--- src/rtl/alu_multiciclo_if.sv ---
`default_nettype none
// ============================================================================
// Module   : alu_multiciclo_if
// Purpose  : request/result bundle between an ALU client and alu_multiciclo.
// Revision : 1.0 - initial release
// ============================================================================
interface alu_multiciclo_if #(
  parameter int WIDTH = 8
);
  logic             start;
  logic [3:0]       ALU_Sel;
  logic [WIDTH-1:0] A;
  logic [WIDTH-1:0] B;
  logic             busy;
  logic             done;
  logic [WIDTH-1:0] C;
  logic [WIDTH-1:0] C_alto;
  logic [6:0]       Flags;
  logic [1:0]       comparacao_resultado;
  logic             ALU_Cout;

  modport master (
    output start, ALU_Sel, A, B,
    input  busy, done, C, C_alto, Flags, comparacao_resultado, ALU_Cout
  );

  modport slave (
    input  start, ALU_Sel, A, B,
    output busy, done, C, C_alto, Flags, comparacao_resultado, ALU_Cout
  );
endinterface
`default_nettype wire

--- src/rtl/alu_multiciclo.sv ---
`default_nettype none
// ============================================================================
// Module   : alu_multiciclo
// Purpose  : multi-cycle ALU; single-cycle arith/logic ops plus shift-add MUL
//            and restoring DIV/MOD, the latter only when ALU_MULDIV_EN is defined.
// Revision : 1.0 - initial release
// ============================================================================
module alu_multiciclo #(
  parameter int WIDTH = 8
) (
  input wire              clk,
  input wire              rst,
  alu_multiciclo_if.slave bus
);
  localparam logic [3:0] OP_ADD  = 4'h0, OP_SUB = 4'h1, OP_MUL = 4'h2, OP_DIV = 4'h3;
  localparam logic [3:0] OP_MOD  = 4'h4, OP_CMP = 4'h5, OP_AND = 4'h6, OP_OR  = 4'h7;
  localparam logic [3:0] OP_NOTA = 4'h8, OP_NOTB = 4'h9, OP_XOR = 4'hA, OP_NAND = 4'hB;
  localparam logic [3:0] OP_NOR  = 4'hC, OP_XNOR = 4'hD;
  localparam logic [WIDTH-1:0] ALL_ONES = {WIDTH{1'b1}};

`ifdef ALU_MULDIV_EN
  typedef enum logic [1:0] {IDLE = 2'd0, ITER = 2'd1, FIM = 2'd2} state_t;
`else
  typedef enum logic [1:0] {IDLE = 2'd0, FIM = 2'd2} state_t;
`endif

  state_t           r_state, w_state_nx;
  logic [WIDTH:0]   w_add, w_sub;
  logic [WIDTH-1:0] w_c, w_calto;
  logic [6:0]       w_flags;
  logic [1:0]       w_cmp;
  logic             w_cout, w_err, w_iter, w_load_single, w_load_iter;

  assign w_add = {1'b0, bus.A} + {1'b0, bus.B};
  assign w_sub = {1'b0, bus.A} + {1'b0, ~bus.B} + {{WIDTH{1'b0}}, 1'b1};

  // Single-cycle results are computed straight from the inputs at the accepting edge
  always_comb begin
    w_c     = '0;
    w_calto = '0;
    w_flags = '0;
    w_cmp   = 2'b00;
    w_cout  = 1'b0;
    w_err   = 1'b0;
    case (bus.ALU_Sel)
      OP_ADD: begin
        w_c        = w_add[WIDTH-1:0];
        w_cout     = w_add[WIDTH];
        w_flags[5] = w_add[WIDTH];
        w_flags[2] = (bus.A[WIDTH-1] == bus.B[WIDTH-1]) && (w_add[WIDTH-1] != bus.A[WIDTH-1]);
      end
      OP_SUB: begin
        w_c        = w_sub[WIDTH-1:0];
        w_cout     = w_sub[WIDTH];
        w_flags[5] = (bus.A < bus.B);
        w_flags[2] = (bus.A[WIDTH-1] != bus.B[WIDTH-1]) && (w_sub[WIDTH-1] != bus.A[WIDTH-1]);
      end
`ifdef ALU_MULDIV_EN
      OP_MUL:         w_err = 1'b0;
      OP_DIV, OP_MOD: w_err = (bus.B == '0);
`endif
      OP_CMP: begin
        w_flags[2] = (bus.A == bus.B);
        w_cmp      = (bus.A > bus.B) ? 2'b01 : ((bus.A < bus.B) ? 2'b10 : 2'b00);
      end
      OP_AND:  w_c = bus.A & bus.B;
      OP_OR:   w_c = bus.A | bus.B;
      OP_NOTA: w_c = ~bus.A;
      OP_NOTB: w_c = ~bus.B;
      OP_XOR:  w_c = bus.A ^ bus.B;
      OP_NAND: w_c = ~(bus.A & bus.B);
      OP_NOR:  w_c = ~(bus.A | bus.B);
      OP_XNOR: w_c = ~(bus.A ^ bus.B);
      default: w_err = 1'b1;
    endcase
    if (w_err) begin
      w_c     = ALL_ONES;
      w_calto = ALL_ONES;
      w_flags = 7'h7F;
      w_cmp   = 2'b00;
      w_cout  = 1'b0;
    end else if (bus.ALU_Sel != OP_CMP) begin
      w_flags[6] = w_c[WIDTH-1];
      w_flags[4] = (w_c == '0);
      w_flags[3] = ^w_c;
    end
  end

`ifdef ALU_MULDIV_EN
  localparam int             CW       = (WIDTH > 1) ? $clog2(WIDTH) : 1;
  localparam logic [CW-1:0]  CNT_LAST = CW'(WIDTH - 1);

  logic [3:0]       r_sel;
  logic [WIDTH-1:0] r_m, r_hi, r_lo, w_hi_nx, w_lo_nx, w_diff, w_ic, w_ica;
  logic [WIDTH:0]   w_mul_sum, w_shift;
  logic [CW-1:0]    r_cnt;
  logic [6:0]       w_iflags;
  logic             w_ge;

  assign w_iter      = (bus.ALU_Sel == OP_MUL) ||
                       (((bus.ALU_Sel == OP_DIV) || (bus.ALU_Sel == OP_MOD)) && (bus.B != '0));
  assign w_load_iter = (r_state == ITER) && (r_cnt == CNT_LAST);
  assign bus.busy    = (r_state == ITER);

  // r_hi:r_lo is the shared product / remainder:quotient register pair
  assign w_mul_sum = {1'b0, r_hi} + (r_lo[0] ? {1'b0, r_m} : {(WIDTH+1){1'b0}});
  assign w_shift   = {r_hi, r_lo[WIDTH-1]};
  assign w_ge      = (w_shift >= {1'b0, r_m});
  assign w_diff    = w_shift[WIDTH-1:0] - r_m;

  always_comb begin
    w_hi_nx = w_mul_sum[WIDTH:1];
    w_lo_nx = {w_mul_sum[0], r_lo[WIDTH-1:1]};
    if (r_sel != OP_MUL) begin
      w_hi_nx = w_ge ? w_diff : w_shift[WIDTH-1:0];
      w_lo_nx = {r_lo[WIDTH-2:0], w_ge};
    end
  end

  always_comb begin
    w_ic     = w_lo_nx;
    w_ica    = w_hi_nx;
    w_iflags = '0;
    if (r_sel == OP_MOD) begin
      w_ic  = w_hi_nx;
      w_ica = w_lo_nx;
    end
    w_iflags[4] = (w_ic == '0);
    w_iflags[3] = ^w_ic;
    w_iflags[2] = (r_sel == OP_MUL) && (w_hi_nx != '0);
  end

  always_ff @(posedge clk or posedge rst) begin
    if (rst) begin
      r_sel <= OP_ADD;
      r_m   <= '0;
      r_hi  <= '0;
      r_lo  <= '0;
      r_cnt <= '0;
    end else if ((r_state == IDLE) && bus.start && w_iter) begin
      r_sel <= bus.ALU_Sel;
      r_m   <= (bus.ALU_Sel == OP_MUL) ? bus.A : bus.B;
      r_lo  <= (bus.ALU_Sel == OP_MUL) ? bus.B : bus.A;
      r_hi  <= '0;
      r_cnt <= '0;
    end else if (r_state == ITER) begin
      r_hi  <= w_hi_nx;
      r_lo  <= w_lo_nx;
      r_cnt <= r_cnt + CW'(1);
    end
  end
`else
  assign w_iter      = 1'b0;
  assign w_load_iter = 1'b0;
  assign bus.busy    = 1'b0;
`endif

  assign w_load_single = (r_state == IDLE) && bus.start && !w_iter;
  assign bus.done      = (r_state == FIM);

  always_ff @(posedge clk or posedge rst) begin
    if (rst) r_state <= IDLE;
    else     r_state <= w_state_nx;
  end

  always_comb begin
    w_state_nx = r_state;
    case (r_state)
      IDLE: begin
        if (w_load_single) w_state_nx = FIM;
`ifdef ALU_MULDIV_EN
        else if (bus.start) w_state_nx = ITER;
      end
      ITER: begin
        if (w_load_iter) w_state_nx = FIM;
`endif
      end
      FIM:     w_state_nx = IDLE;
      default: w_state_nx = IDLE;
    endcase
  end

  always_ff @(posedge clk or posedge rst) begin
    if (rst) begin
      bus.C                    <= '0;
      bus.C_alto               <= '0;
      bus.Flags                <= '0;
      bus.comparacao_resultado <= 2'b00;
      bus.ALU_Cout             <= 1'b0;
    end else if (w_load_single) begin
      bus.C                    <= w_c;
      bus.C_alto               <= w_calto;
      bus.Flags                <= w_flags;
      bus.comparacao_resultado <= w_cmp;
      bus.ALU_Cout             <= w_cout;
`ifdef ALU_MULDIV_EN
    end else if (w_load_iter) begin
      bus.C                    <= w_ic;
      bus.C_alto               <= w_ica;
      bus.Flags                <= w_iflags;
      bus.comparacao_resultado <= 2'b00;
      bus.ALU_Cout             <= 1'b0;
`endif
    end
  end
endmodule
`default_nettype wire
--- src/flat_wrapper.sv ---
// flat-port wrapper written by rule: the top's interface ports become plain ports
module alu_multiciclo_flat 
#(
  parameter int WIDTH = 8
)
  (clk, rst, bus_start, bus_ALU_Sel, bus_A, bus_B, bus_busy, bus_done, bus_C, bus_C_alto, bus_Flags, bus_comparacao_resultado, bus_ALU_Cout);
  alu_multiciclo_if #(.WIDTH(WIDTH)) bus_i ();
  input wire clk;
  input wire rst;
  input wire logic [$bits(bus_i.start)-1:0] bus_start;
  input wire logic [$bits(bus_i.ALU_Sel)-1:0] bus_ALU_Sel;
  input wire logic [$bits(bus_i.A)-1:0] bus_A;
  input wire logic [$bits(bus_i.B)-1:0] bus_B;
  output wire logic [$bits(bus_i.busy)-1:0] bus_busy;
  output wire logic [$bits(bus_i.done)-1:0] bus_done;
  output wire logic [$bits(bus_i.C)-1:0] bus_C;
  output wire logic [$bits(bus_i.C_alto)-1:0] bus_C_alto;
  output wire logic [$bits(bus_i.Flags)-1:0] bus_Flags;
  output wire logic [$bits(bus_i.comparacao_resultado)-1:0] bus_comparacao_resultado;
  output wire logic [$bits(bus_i.ALU_Cout)-1:0] bus_ALU_Cout;
  assign bus_i.start = bus_start;
  assign bus_i.ALU_Sel = bus_ALU_Sel;
  assign bus_i.A = bus_A;
  assign bus_i.B = bus_B;
  assign bus_busy = bus_i.busy;
  assign bus_done = bus_i.done;
  assign bus_C = bus_i.C;
  assign bus_C_alto = bus_i.C_alto;
  assign bus_Flags = bus_i.Flags;
  assign bus_comparacao_resultado = bus_i.comparacao_resultado;
  assign bus_ALU_Cout = bus_i.ALU_Cout;
  alu_multiciclo #(.WIDTH(WIDTH)) u_core (.clk(clk), .rst(rst), .bus(bus_i));
endmodule
--- config.mk ---
export PLATFORM = sky130hd
export DESIGN_NAME = alu_multiciclo_flat
export DESIGN_NICKNAME = d
export VERILOG_FILES = /design/src/rtl/alu_multiciclo_if.sv /design/src/rtl/alu_multiciclo.sv /design/src/flat_wrapper.sv
export SDC_FILE = /design/constraint.sdc
export NUM_CORES = 1
export LEC_CHECK = 0
export ABC_AREA = 1
export BUFFER_PORTS_ARGS = -buffer_cell sky130_fd_sc_hd__clkbuf_2
export CORE_UTILIZATION = 39
export CTS_CLUSTER_DIAMETER = 100
export DETAILED_ROUTE_END_ITERATION = 7
export PLACE_DENSITY = 0.61
export RECOVER_POWER = 25
export SETUP_SLACK_MARGIN = 0.2
export SLEW_MARGIN = 20
export SYNTH_ARGS = -nofsm -noshare
export SYNTH_HDL_FRONTEND = slang
export SYNTH_SLANG_ARGS = --single-unit
--- constraint.sdc ---
create_clock -name clk -period 1.1 [get_ports clk]
set_input_delay 0.055 -clock clk [delete_from_list [all_inputs] [get_ports clk]]
set_output_delay 0.055 -clock clk [all_outputs]
set_load 0.02 [all_outputs]
==> Implementation_results.wiki, run 1 <==
{| class="wikitable"
! Metric !! Value
|-
| Status || finished, violations left
|-
| Violations in the final reports || negative hold slack, negative setup slack
|-
| Most common library cell in the layout ignoring fill and taps || buf_4
|-
| Vias in the first global route || 2985
|-
| Critical path, cell by cell || buf_8, clkinvlp_4, buf_6, fa_2, inv_2, nor2_1, nor3_1, nor2_1, nand3_1, inv_2, ha_4, xor2_1, xnor2_1, o21ai_1, nand2_1
|-
| Combinational Power Share || roughly two thirds
|-
| Critical-path cell with the highest stage delay || fa_2
|-
| Worst hold slack || -125 ps
|-
| Final standard cell utilization of the core || around 73%
|-
| Clock tree from TritonCTS || built
|-
| Tightest Hold Check Type || input pin to async pin
|-
| Post-synthesis cell type count || 34
|-
| Max-slew violations || 0
|-
| Wire length after detailed routing || around 9000 um
|-
| Via count || 3327
|-
| Placed Instances || between 600 and 700
|-
| Sequential element share of the synthesized area || around 18%
|-
| Core region area || 6310 sq um
|-
| Total standard cell area after synthesis || around 2500 sq um
|-
| Post-route antenna net violation count || 0
|-
| Filler Cells Inserted || 510
|-
| Final weighted congestion in routability-driven placement || approximately 0.92
|-
| RR Startpoint || u_core.r_state[1]
|-
| Post-synth net total || approximately 470
|-
| Setup TNS Final || -7450 ps
|-
| Unrepaired setup endpoints after global routing || true
|-
| Via density per instance || roughly 5.0
|-
| Critical path data arrival time || around 2100 ps
|-
| Crit path required time || 1240 ps
|-
| Number of cells on the worst reg-to-reg path || 6
|-
| Diodes inserted || 0
|-
| Number of I/O port buffers || between 40 and 50
|-
| Fraction of final layout cells sized beyond drive strength 1 || a little over half
|-
| Die Area || between 6000 and 7000 sq um
|-
| Number of iterations in the first detailed-routing pass || 4
|-
| Area added between synthesis and finish || 80.9%
|-
| Total net switching power || 1.59 mW
|-
| Slew @ Worst Pin || 670 ps
|-
| TritonCTS buffer count || 3
|-
| Instance area at placement || around 3800 sq um
|-
| Switching portion of total power || between 40% and 50%
|-
| Final critical-path required period || 1950 ps
|-
| Detailed Place HPWL || 6800 um
|-
| Cell Pwr Density || 845 nW/um^2
|-
| Number of cells in the finished layout apart from fillers || 664
|-
| Fin worst setup slack || -848 ps
|-
| Final worst path period share || 177%
|-
| Buffer levels on the longest clock path || 2
|-
| Nets || between 600 and 700
|-
| Register bit count reported by yosys || 18
|-
| Count of H-tree levels built during CTS || 1
|-
| Antenna violations before repair || 0
|-
| Max_slew headroom || between 50% and 60%
|-
| GR Util All Layers || between 20% and 30%
|-
| Part of the total power dissipated in the clock network || 13.5%
|-
| Num rows || 29
|-
| Top-level port count || between 50 and 60
|-
| Global-route wire length before repair || about 14000 um
|-
| Post-placement setup slack || -1190 ps
|-
| P_leak || roughly 2.3 nW
|-
| Nature of the critical path endpoint || flip-flop
|-
| FF-to-FF setup slack || -200 ps
|-
| Effective utilization at floorplan || approximately 40%
|-
| DRC Markers || 0
|-
| F_max || 0.513 GHz
|-
| Leading cell types in the layout, fill and taps excluded || 98 x buf_4, 78 x nand2_1, 47 x inv_1
|-
| Delay of the slowest cell on the worst path || 370 ps
|-
| Die span in x || 82.8 um
|-
| Floorplan die height || 82.8 um
|-
| Register share of total power || 21.7%
|-
| Synthesized area per cell || about 6 sq um
|-
| Worst supply voltage drop on vdd || 0.000904 V
|-
| CTS clock-pin slew for the worst setup and hold paths || 70 ps
|-
| Final cell area excluding filler cells || between 4000 and 5000 sq um
|-
| Internal Power || between 2 and 2.5 mW
|-
| Max cap viols || 0
|-
| Worst setup path class || input pin to flip-flop
|-
| Worst-Skew Late Latency || approximately 250 ps
|-
| Maximum clock skew at final layout || around 2 ps
|-
| Final Hold Fails || 18
|-
| Max Fanout on Critical Path || 4
|-
| Number of DRC markers in iteration 0 || around 150
|-
| Endpoint of the lowest-slack register-to-register path || u_core.bus.C[6]
|-
| Pin count of the biggest net entering global routing || 19
|-
| Worst setup SP type || input pin
|-
| Count of clock tree sinks || 18
|-
| Congestion Overflow GR || 0
|-
| Master cell of the clock root buffer || clkbuf_8
|-
| Average detailed-routed wire length per instance || approximately 14 um
|-
| Total of warnings raised by yosys || 0
|-
| Post-Syn Instances || 420
|-
| Setup violations, final || 17
|}
## cell families (layout without fill, tap and decap cells)
| group | after synthesis | count (layout) | synth area share, % |
|---|---|---|---|
| and+or+nand+nor | 231 | 231 | 40.2 |
| xor gates and xnor gates | 3 | 3 | 1.03 |
| DFF | 18 | 18 | 17.7 |
| buffers and inverters | 93 | 260 | 15.4 |
| adders and majority gates | 30 | 30 | 15.3 |
| AOI/OAI and AO/OA | 44 | 44 | 10.2 |
| other | 1 | 1 | 0.147 |
## stage by stage
step                      hold slack (ps)  total power, mW
final                                -125             3.89
after global routing                -38.4             4.16
after CTS                            -109             3.67
after detailed placement              155             2.77
after global placement                153             2.74
after floorplan                     -6.50             2.06
## metal layers
| layer | global-route usage [%] | part of all wire (%) | vias to the layer above |
|---|---|---|---|
| li1 | - | - | 1669 |
| met1 | 31.3 | 42 | 1540 |
| met2 | 47.1 | 52 | 98 |
| met3 | 1.32 | 4.0 | 20 |
| met4 | 9.48 | 2.5 | 0 |
| met5 | 0 | 0 | - |
## synth_stat cells
cell / instances / area share, %
a21oi_1: 8 / 1.6
a21oi_4: 1 / 0.64
a22o_1: 1 / 0.34
a41oi_1: 1 / 0.34
and2_1: 2 / 0.49
buf_2: 4 / 0.79
buf_4: 10 / 3.0
clkbuf_1: 1 / 0.15
clkinv_1: 2 / 0.30
conb_1: 1 / 0.15
dfrtp_1: 18 / 18
fa_1: 2 / 1.6
ha_1: 28 / 14
inv_1: 72 / 11
inv_2: 4 / 0.59
nand2_1: 93 / 14
nand2_2: 3 / 0.74
nand3_1: 53 / 10
nand3b_1: 3 / 0.89
nand4_1: 10 / 2.5
nor2_1: 50 / 7.4
nor2_2: 4 / 0.98
nor2_4: 1 / 0.44
nor3_1: 6 / 1.2
nor4_1: 1 / 0.25
o211ai_1: 1 / 0.30
o21ai_0: 19 / 3.7
o21ai_1: 1 / 0.20
o21bai_1: 1 / 0.30
o22ai_1: 10 / 2.5
o31ai_1: 1 / 0.30
or2_2: 5 / 1.2
xnor2_1: 2 / 0.69
xor2_1: 1 / 0.34
## worst max-delay path by stage
stage / startpoint / end / slack, ps / cells after the start
final: bus_B[1] / u_core.bus.Flags[3] / -850 / 15
after global routing: bus_B[1] / u_core.bus.Flags[3] / -950 / 15
after CTS: bus_B[1] / u_core.bus.Flags[3] / -800 / 13
after detailed placement: bus_A[0] / u_core.bus.Flags[3] / -1190 / 17
after global placement: bus_A[0] / u_core.bus.Flags[3] / -1200 / 17
after floorplan: bus_A[2] / u_core.bus.Flags[3] / -860 / 14
## state kept, by name, indices dropped and copies added, names as in the netlist
signal                           count
u_core.bus.comparacao_resultado      2
u_core.bus.C                         8
u_core.r_state                       1
u_core.bus.ALU_Cout                  1
u_core.bus.Flags                     6
## critical path: cells and delay by family
family	cells	cell delay, ps
compound gates	1	150
xor+xnor	2	280
fa+ha+maj	2	610
buf+inv	5	550
simple gates	5	430
## power groups by stage
| stage | Clock, mW | Combinational, mW | Sequential, mW |
|---|---|---|---|
| finish | 0.527 | 2.52 | 0.844 |
| global route | 0.552 | 2.74 | 0.868 |
| CTS | 0.529 | 2.30 | 0.843 |
| detailed placement | 0 | 1.91 | 0.856 |
| global placement | 0 | 1.90 | 0.846 |
| floorplan | 0 | 1.07 | 0.990 |
## area by class of cell
type	instances	area, sq um	area share (%)
inverter	78	359	7.81
tap	77	96.3	2.09
multi-input combinational	309	2230	48.5
timing repair buffer	178	1410	30.6
clock buffer	4	55.1	1.20
sequential	18	452	9.82
## timing repair
item | CTS | global route
endpoints found under the hold margin | 18 | 18
setup buffers | 22 | 11
pin swaps | 36 | 32
setup endpoints to repair | 27 | 28
resized for setup | 78 | 68
Power figures use the tool's default switching activity.
==> run 2: changes to the inputs <==
--- a/config.mk
+++ b/config.mk
@@ -7,6 +7,7 @@
 export LEC_CHECK = 0
 export ABC_AREA = 1
 export BUFFER_PORTS_ARGS = -buffer_cell sky130_fd_sc_hd__clkbuf_2
+export CORE_ASPECT_RATIO = 1.75
 export CORE_UTILIZATION = 39
 export CTS_CLUSTER_DIAMETER = 100
 export DETAILED_ROUTE_END_ITERATION = 7
==> Implementation_results.wiki, run 2 (same netlist as run 1, synthesis figures left out) <==
{| class="wikitable"
! Metric !! Value
|-
| TritonCTS buffer count || 3 (unchanged)
|-
| Final Hold Fails || 0 (-18)
|-
| Worst setup SP type || input pin
|-
| Congestion Overflow GR || 0 (unchanged)
|-
| Unrepaired setup endpoints after global routing || true
|-
| Fin worst setup slack || -871 ps (-23.1 ps)
|-
| Clock tree from TritonCTS || built
|-
| Num rows || 38 (+31%)
|-
| Floorplan die height || 109 um (+32%)
|-
| Worst supply voltage drop on vdd || 0.000364 V (-60%)
|-
| Diodes inserted || 0 (unchanged)
|-
| Worst setup path class || input pin to flip-flop
|-
| Max-slew violations || 0 (unchanged)
|-
| P_leak || 2.39 nW (+3.4%)
|-
| Count of H-tree levels built during CTS || 1 (unchanged)
|-
| Crit path required time || 1240 ps (about the same)
|-
| Post-placement setup slack || -1200 ps (-0.920 ps)
|-
| Effective utilization at floorplan || 40.8% (+0.55 points)
|-
| Detailed Place HPWL || 7410 um (+9.1%)
|-
| Number of DRC markers in iteration 0 || 196 (+27%)
|-
| Pin count of the biggest net entering global routing || 19 (unchanged)
|-
| Largest registers || u_core.bus.C: 8 flops, u_core.bus.Flags: 6 flops, u_core.bus.comparacao_resultado: 2 flops
|-
| Critical path data arrival time || 2110 ps (+30 ps)
|-
| Fraction of final layout cells sized beyond drive strength 1 || 53.5% (-0.14 points)
|-
| Total Power Consumption || 3.82 mW (-1.7%)
|-
| Area added between synthesis and finish || 84.2%
|-
| Core region area || 6230 sq um (-1.3%)
|-
| Tightest Hold Check Type || input pin to flip-flop
|-
| Die span in x || 63.1 um (-24%)
|-
| Count of clock tree sinks || 18 (unchanged)
|-
| Leading cell types in the layout, fill and taps excluded || 110 x buf_4, 80 x nand2_1, 49 x inv_1
|-
| Number of iterations in the first detailed-routing pass || 5 (+1)
|-
| Final worst path period share || 179% (+2.1 points)
|-
| Final critical-path required period || 1970 ps (+23.1 ps)
|-
| Cell Pwr Density || 816 nW/um^2 (-3.5%)
|-
| Top-level port count || 51 (unchanged)
|-
| Via count || 3461 (+4.0%)
|-
| Critical-path cell with the highest stage delay || fa_2
|-
| Max Fanout on Critical Path || 3 (-1)
|-
| Vias in the first global route || 3259 (+9.2%)
|-
| Master cell of the clock root buffer || clkbuf_8
|-
| Post-route antenna net violation count || 0 (unchanged)
|-
| Most common library cell in the layout ignoring fill and taps || buf_4
|-
| Average detailed-routed wire length per instance || 14.4 um (+3.6%)
|-
| Maximum clock skew at final layout || 0.985 ps (-1.02 ps)
|-
| Final weighted congestion in routability-driven placement || 0.936 (+1.8%)
|-
| Number of I/O port buffers || 49 (unchanged)
|-
| Nets || 650 (+1.4%)
|-
| CTS clock-pin slew for the worst setup and hold paths || 60 ps (about the same)
|-
| Worst hold slack || 248 ps (+373 ps)
|-
| Setup violations, final || 17 (unchanged)
|-
| Nature of the critical path endpoint || flip-flop
|-
| Via density per instance || 5.12 (+2.2%)
|-
| GR Util All Layers || 28.4% (+2.7 points)
|-
| Critical path, cell by cell || clkbuf_16, inv_12, ha_4, inv_2, fa_2, inv_4, nor2_4, nor3_2, nor2_1, nand3_1, inv_2, ha_4, xor2_2, xnor2_1, o21ai_1, nand2_1
|-
| Status || finished, violations left
|-
| Wire length after detailed routing || 9760 um (+5.5%)
|-
| Global-route wire length before repair || 15200 um (+12%)
|-
| F_max || 0.507 GHz (-1.2%)
|-
| Flip-flop count of the largest register, all copies and words added || 8 (unchanged)
|-
| Worst-Skew Late Latency || 250 ps (about the same)
|-
| Largest delay contributor family on the critical path || adder cells
|-
| Antenna violations before repair || 0 (unchanged)
|-
| Violations in the final reports || negative setup slack
|-
| DRC Markers || 0 (unchanged)
|-
| Register name with the most flops || u_core.bus.C
|-
| Buffer levels on the longest clock path || 2 (unchanged)
|-
| Die Area || 6860 sq um (+0.19%)
|-
| Number of buffer and inverter instances along the worst setup path || 5 (unchanged)
|-
| Delay of the slowest cell on the worst path || 440 ps (+70 ps)
|-
| Max cap viols || 0 (unchanged)
|}
==> run 2: what timing repair did <==
item,in CTS,in global routing
gates resized for setup,73,65
pin swaps,28,46
hold buffers,1,0
setup endpoints to repair,27,28
hold endpoints to repair,18,0
buffers inserted,21,9
==> run 2: tightest hold or removal path, cell delays in order <==
cell and delay, ps:
clkbuf_2 80, inv_1 80, nor2_4 50, buf_4 170
==> run 2: worst paths after layout <==
path / startpoint / end / slack, ps / cells past startpoint
setup / recovery: bus_A[0] / u_core.bus.Flags[3] / -870 / 16
hold / removal: bus_start / u_core.r_state[1] / 250 / 4
setup reg to reg: u_core.r_state[1] / u_core.bus.Flags[2] / -130 / 6
hold reg to reg: u_core.bus.Flags[6] / u_core.bus.Flags[6] / 480 / 2
max in group asynchronous: rst / u_core.r_state[1] / 360 / 4
min in group asynchronous: rst / u_core.bus.C[1] / 410 / 4
==> run 2: cell type report <==
class / count / area, sq um
clock buffer: 4 / 45.0
fill: 485 / 1540
inverter: 78 / 358
multi-input combinational: 309 / 2270
sequential: 18 / 452
tap: 80 / 100
timing repair buffer: 187 / 1460
==> run 2: through the flow <==
stage                     util (%)  TNS, ps  instances  area, sq um
after floorplan                  -    -3560        420         2820
after global placement        62.0   -10180        641         3860
after detailed placement      62.0   -10630        641         3860
after CTS                     70.0    -4970        667         4360
after global routing          75.2    -7400        676         4690
final                         75.2    -6160        676         4690
==> run 2: power by group <==
group / switching (mW) / internal, mW / leakage, nW
logic: 1.33 / 1.20 / 2.16
registers: 0.0678 / 0.773 / 0.210
clock network: 0.197 / 0.257 / 0.0228
total: 1.59 / 2.23 / 2.39
==> run 2: routing by layer <==
metal / vias to the layer above / global-route usage [%] / part of all wire [%]
met5: - / 0 / 0
li1: 1685 / - / -
met1: 1590 / 28.9 / 35
met3: 45 / 1.46 / 3.9
met2: 141 / 54.2 / 54
met4: 0 / 20.1 / 6.5
==> run 3: changes to the inputs <==
--- a/config.mk
+++ b/config.mk
@@ -10,9 +10,11 @@
 export CORE_ASPECT_RATIO = 1.75
 export CORE_UTILIZATION = 39
 export CTS_CLUSTER_DIAMETER = 100
+export CTS_CLUSTER_SIZE = 40
 export DETAILED_ROUTE_END_ITERATION = 7
 export PLACE_DENSITY = 0.61
 export RECOVER_POWER = 25
+export REMOVE_ABC_BUFFERS = 1
 export SETUP_SLACK_MARGIN = 0.2
 export SLEW_MARGIN = 20
 export SYNTH_ARGS = -nofsm -noshare
==> Implementation_results.wiki, run 3 (same netlist as run 1, synthesis figures left out) <==
{| class="wikitable"
! Metric !! Value
|-
| F_max || 0.521 GHz (+2.6%)
|-
| Largest registers || u_core.bus.C: 8 flops, u_core.bus.Flags: 6 flops, u_core.bus.comparacao_resultado: 2 flops
|-
| Diodes inserted || 0 (unchanged)
|-
| Top Usage Layer GRT || met2
|-
| Status || finished, violations left
|-
| Leading cell types in the layout, fill and taps excluded || 108 x buf_4, 67 x nand2_1, 39 x inv_1
|-
| Cell Pwr Density || 869 nW/um^2 (+6.6%)
|-
| Average detailed-routed wire length per instance || 15.5 um (+7.5%)
|-
| Critical Path Source || bus_A[0]
|-
| Number of I/O port buffers || 49 (unchanged)
|-
| Setup TNS Final || -5340 ps (+819 ps)
|-
| Count of clock tree sinks || 18 (unchanged)
|-
| Effective utilization at floorplan || 40.8% (unchanged)
|-
| Floorplan die height || 109 um (unchanged)
|-
| Congestion Overflow GR || 0 (unchanged)
|-
| Violations in the final reports || negative setup slack
|-
| Master cell of the clock root buffer || clkbuf_8
|-
| Max-slew violations || 0 (unchanged)
|-
| Fraction of final layout cells sized beyond drive strength 1 || 58.4% (+4.9 points)
|-
| Via count || 3522 (+1.8%)
|-
| Tightest Hold Check Type || input pin to flip-flop
|-
| Area added between synthesis and finish || 93.9%
|-
| Register name with the most flops || u_core.bus.C
|-
| Core region area || 6230 sq um (unchanged)
|-
| Met2 track demand over resource || 58.8% (+4.6 points)
|-
| Via density per instance || 5.19 (+1.3%)
|-
| Worst setup path class || input pin to flip-flop
|-
| Nature of the critical path endpoint || flip-flop
|-
| Maximum clock skew at final layout || 3.99 ps (+3.00 ps)
|-
| Final worst path period share || 175% (-4.6 points)
|-
| Unrepaired setup endpoints after global routing || true
|-
| Setup violations, final || 17 (unchanged)
|-
| Critical path data arrival time || 2080 ps (-30 ps)
|-
| Clock tree from TritonCTS || built
|-
| Pin count of the biggest net entering global routing || 19 (unchanged)
|-
| Buffer levels on the longest clock path || 2 (unchanged)
|-
| Top-level port count || 51 (unchanged)
|-
| Antenna violations before repair || 0 (unchanged)
|-
| P_leak || 2.43 nW (+1.4%)
|-
| Crit path required time || 1260 ps (+20 ps)
|-
| Max Fanout on Critical Path || 3 (unchanged)
|-
| Num rows || 38 (unchanged)
|-
| Detailed Place HPWL || 7550 um (+1.9%)
|-
| CTS clock-pin slew for the worst setup and hold paths || 70 ps (about the same)
|-
| GR Util All Layers || 29.1% (+0.68 points)
|-
| FF-to-FF setup slack || -200 ps (-70 ps)
|-
| Die span in x || 63.1 um (unchanged)
|-
| Global-route wire length before repair || 15400 um (+1.1%)
|-
| Final Hold Fails || 0 (unchanged)
|-
| Most common library cell in the layout ignoring fill and taps || buf_4
|-
| Flip-flop count of the largest register, all copies and words added || 8 (unchanged)
|-
| Count of H-tree levels built during CTS || 1 (unchanged)
|-
| Met3 demand-to-capacity share in global routing || 1.36% (-0.10 points)
|-
| TritonCTS buffer count || 3 (unchanged)
|-
| Die Area || 6860 sq um (unchanged)
|-
| Number of DRC markers in iteration 0 || 128 (-35%)
|-
| Number of cells on the worst reg-to-reg path || 6 (unchanged)
|-
| Nets || 653 (+0.46%)
|-
| Final critical-path required period || 1920 ps (-50.5 ps)
|-
| Max cap viols || 0 (unchanged)
|-
| Endpoint of the most critical setup path || u_core.bus.Flags[3]
|-
| Number of iterations in the first detailed-routing pass || 5 (unchanged)
|-
| Fin worst setup slack || -820 ps (+50.5 ps)
|-
| Final standard cell utilization of the core || 79.2% (+3.9 points)
|-
| Met1 routing resource usage after global routing || 28.1% (-0.76 points)
|-
| Vias in the first global route || 3346 (+2.7%)
|-
| Worst setup SP type || input pin
|-
| RR Startpoint || u_core.r_state[1]
|-
| DRC Markers || 0 (unchanged)
|-
| Wire length after detailed routing || 10500 um (+8.0%)
|-
| Post-route antenna net violation count || 0 (unchanged)
|-
| Total Power Consumption || 4.29 mW (+12%)
|-
| Endpoint of the lowest-slack register-to-register path || u_core.bus.C[5]
|-
| Worst hold slack || 227 ps (-21.1 ps)
|-
| Worst supply voltage drop on vdd || 0.000410 V (+13%)
|-
| Final weighted congestion in routability-driven placement || 0.990 (+5.8%)
|-
| Worst-Skew Late Latency || 260 ps (about the same)
|}
run 3: cell count changes in the layout (fill, tap and decap cells not counted), sizes merged:
cell      before  now
buf          144  160
clkbuf        46   33
clkinvlp       2    0
inv           74   76
run 3: where the power goes:
part,leakage [nW],switching [mW],internal (mW)
logic,2.19,1.47,1.43
clock network,0.0288,0.232,0.319
registers,0.211,0.0600,0.773
total,2.43,1.76,2.52
run 3: per-stage QoR:
stage	instances	area [sq um]	setup slack [ps]
floorplan	405	2440	-1040
global route	679	4930	-914
detailed placement	657	3710	-1400
global placement	657	3710	-1380
finish	679	4930	-820
CTS	671	4510	-748
run 3: routing by layer:
metal,up-vias,share of wire [%]
met2,122,57
met3,40,3.5
met1,1669,34
met4,0,4.8
li1,1691,-
met5,-,0
run 3: repair_timing:
action                                  in CTS  in global routing
pin swaps                                   48                 44
endpoints found under the setup margin      27                 27
gates resized for setup                    152                111
hold buffers                                 1                  0
endpoints found under the hold margin       18                  0
buffers inserted                             9                  8
run 3: final cells by class:
| type | instances | area, sq um |
|---|---|---|
| tap | 80 | 100 |
| fill | 448 | 1300 |
| clock buffer | 4 | 55.1 |
| inverter | 78 | 320 |
| sequential | 18 | 452 |
| timing repair buffer | 190 | 1630 |
| multi-input combinational | 309 | 2370 |
run 3: how the worst min path moves through the flow:
stage | startpoint | end | slack (ps) | depth (start not counted)
after floorplan | rst | u_core.bus.ALU_Cout | -6 | 1
after global placement | rst | u_core.bus.C[1] | 60 | 3
after detailed placement | rst | u_core.bus.C[0] | 70 | 3
after CTS | bus_start | u_core.r_state[1] | 210 | 4
after global routing | bus_start | u_core.r_state[1] | 260 | 4
final | bus_start | u_core.r_state[1] | 230 | 4
run 3: worst max-delay path, stage by stage:
cell and delay, ps:
clkbuf_16 120, ha_4 150, inv_4 40, fa_2 380, inv_2 90, nand3_2 60
nand3_2 80, inv_2 50, nand2_1 50, nand4_1 70, nand2_1 90, and2_4 150
ha_4 200, xnor2_4 150, xnor2_1 140, o21ai_1 130, nand2_1 60
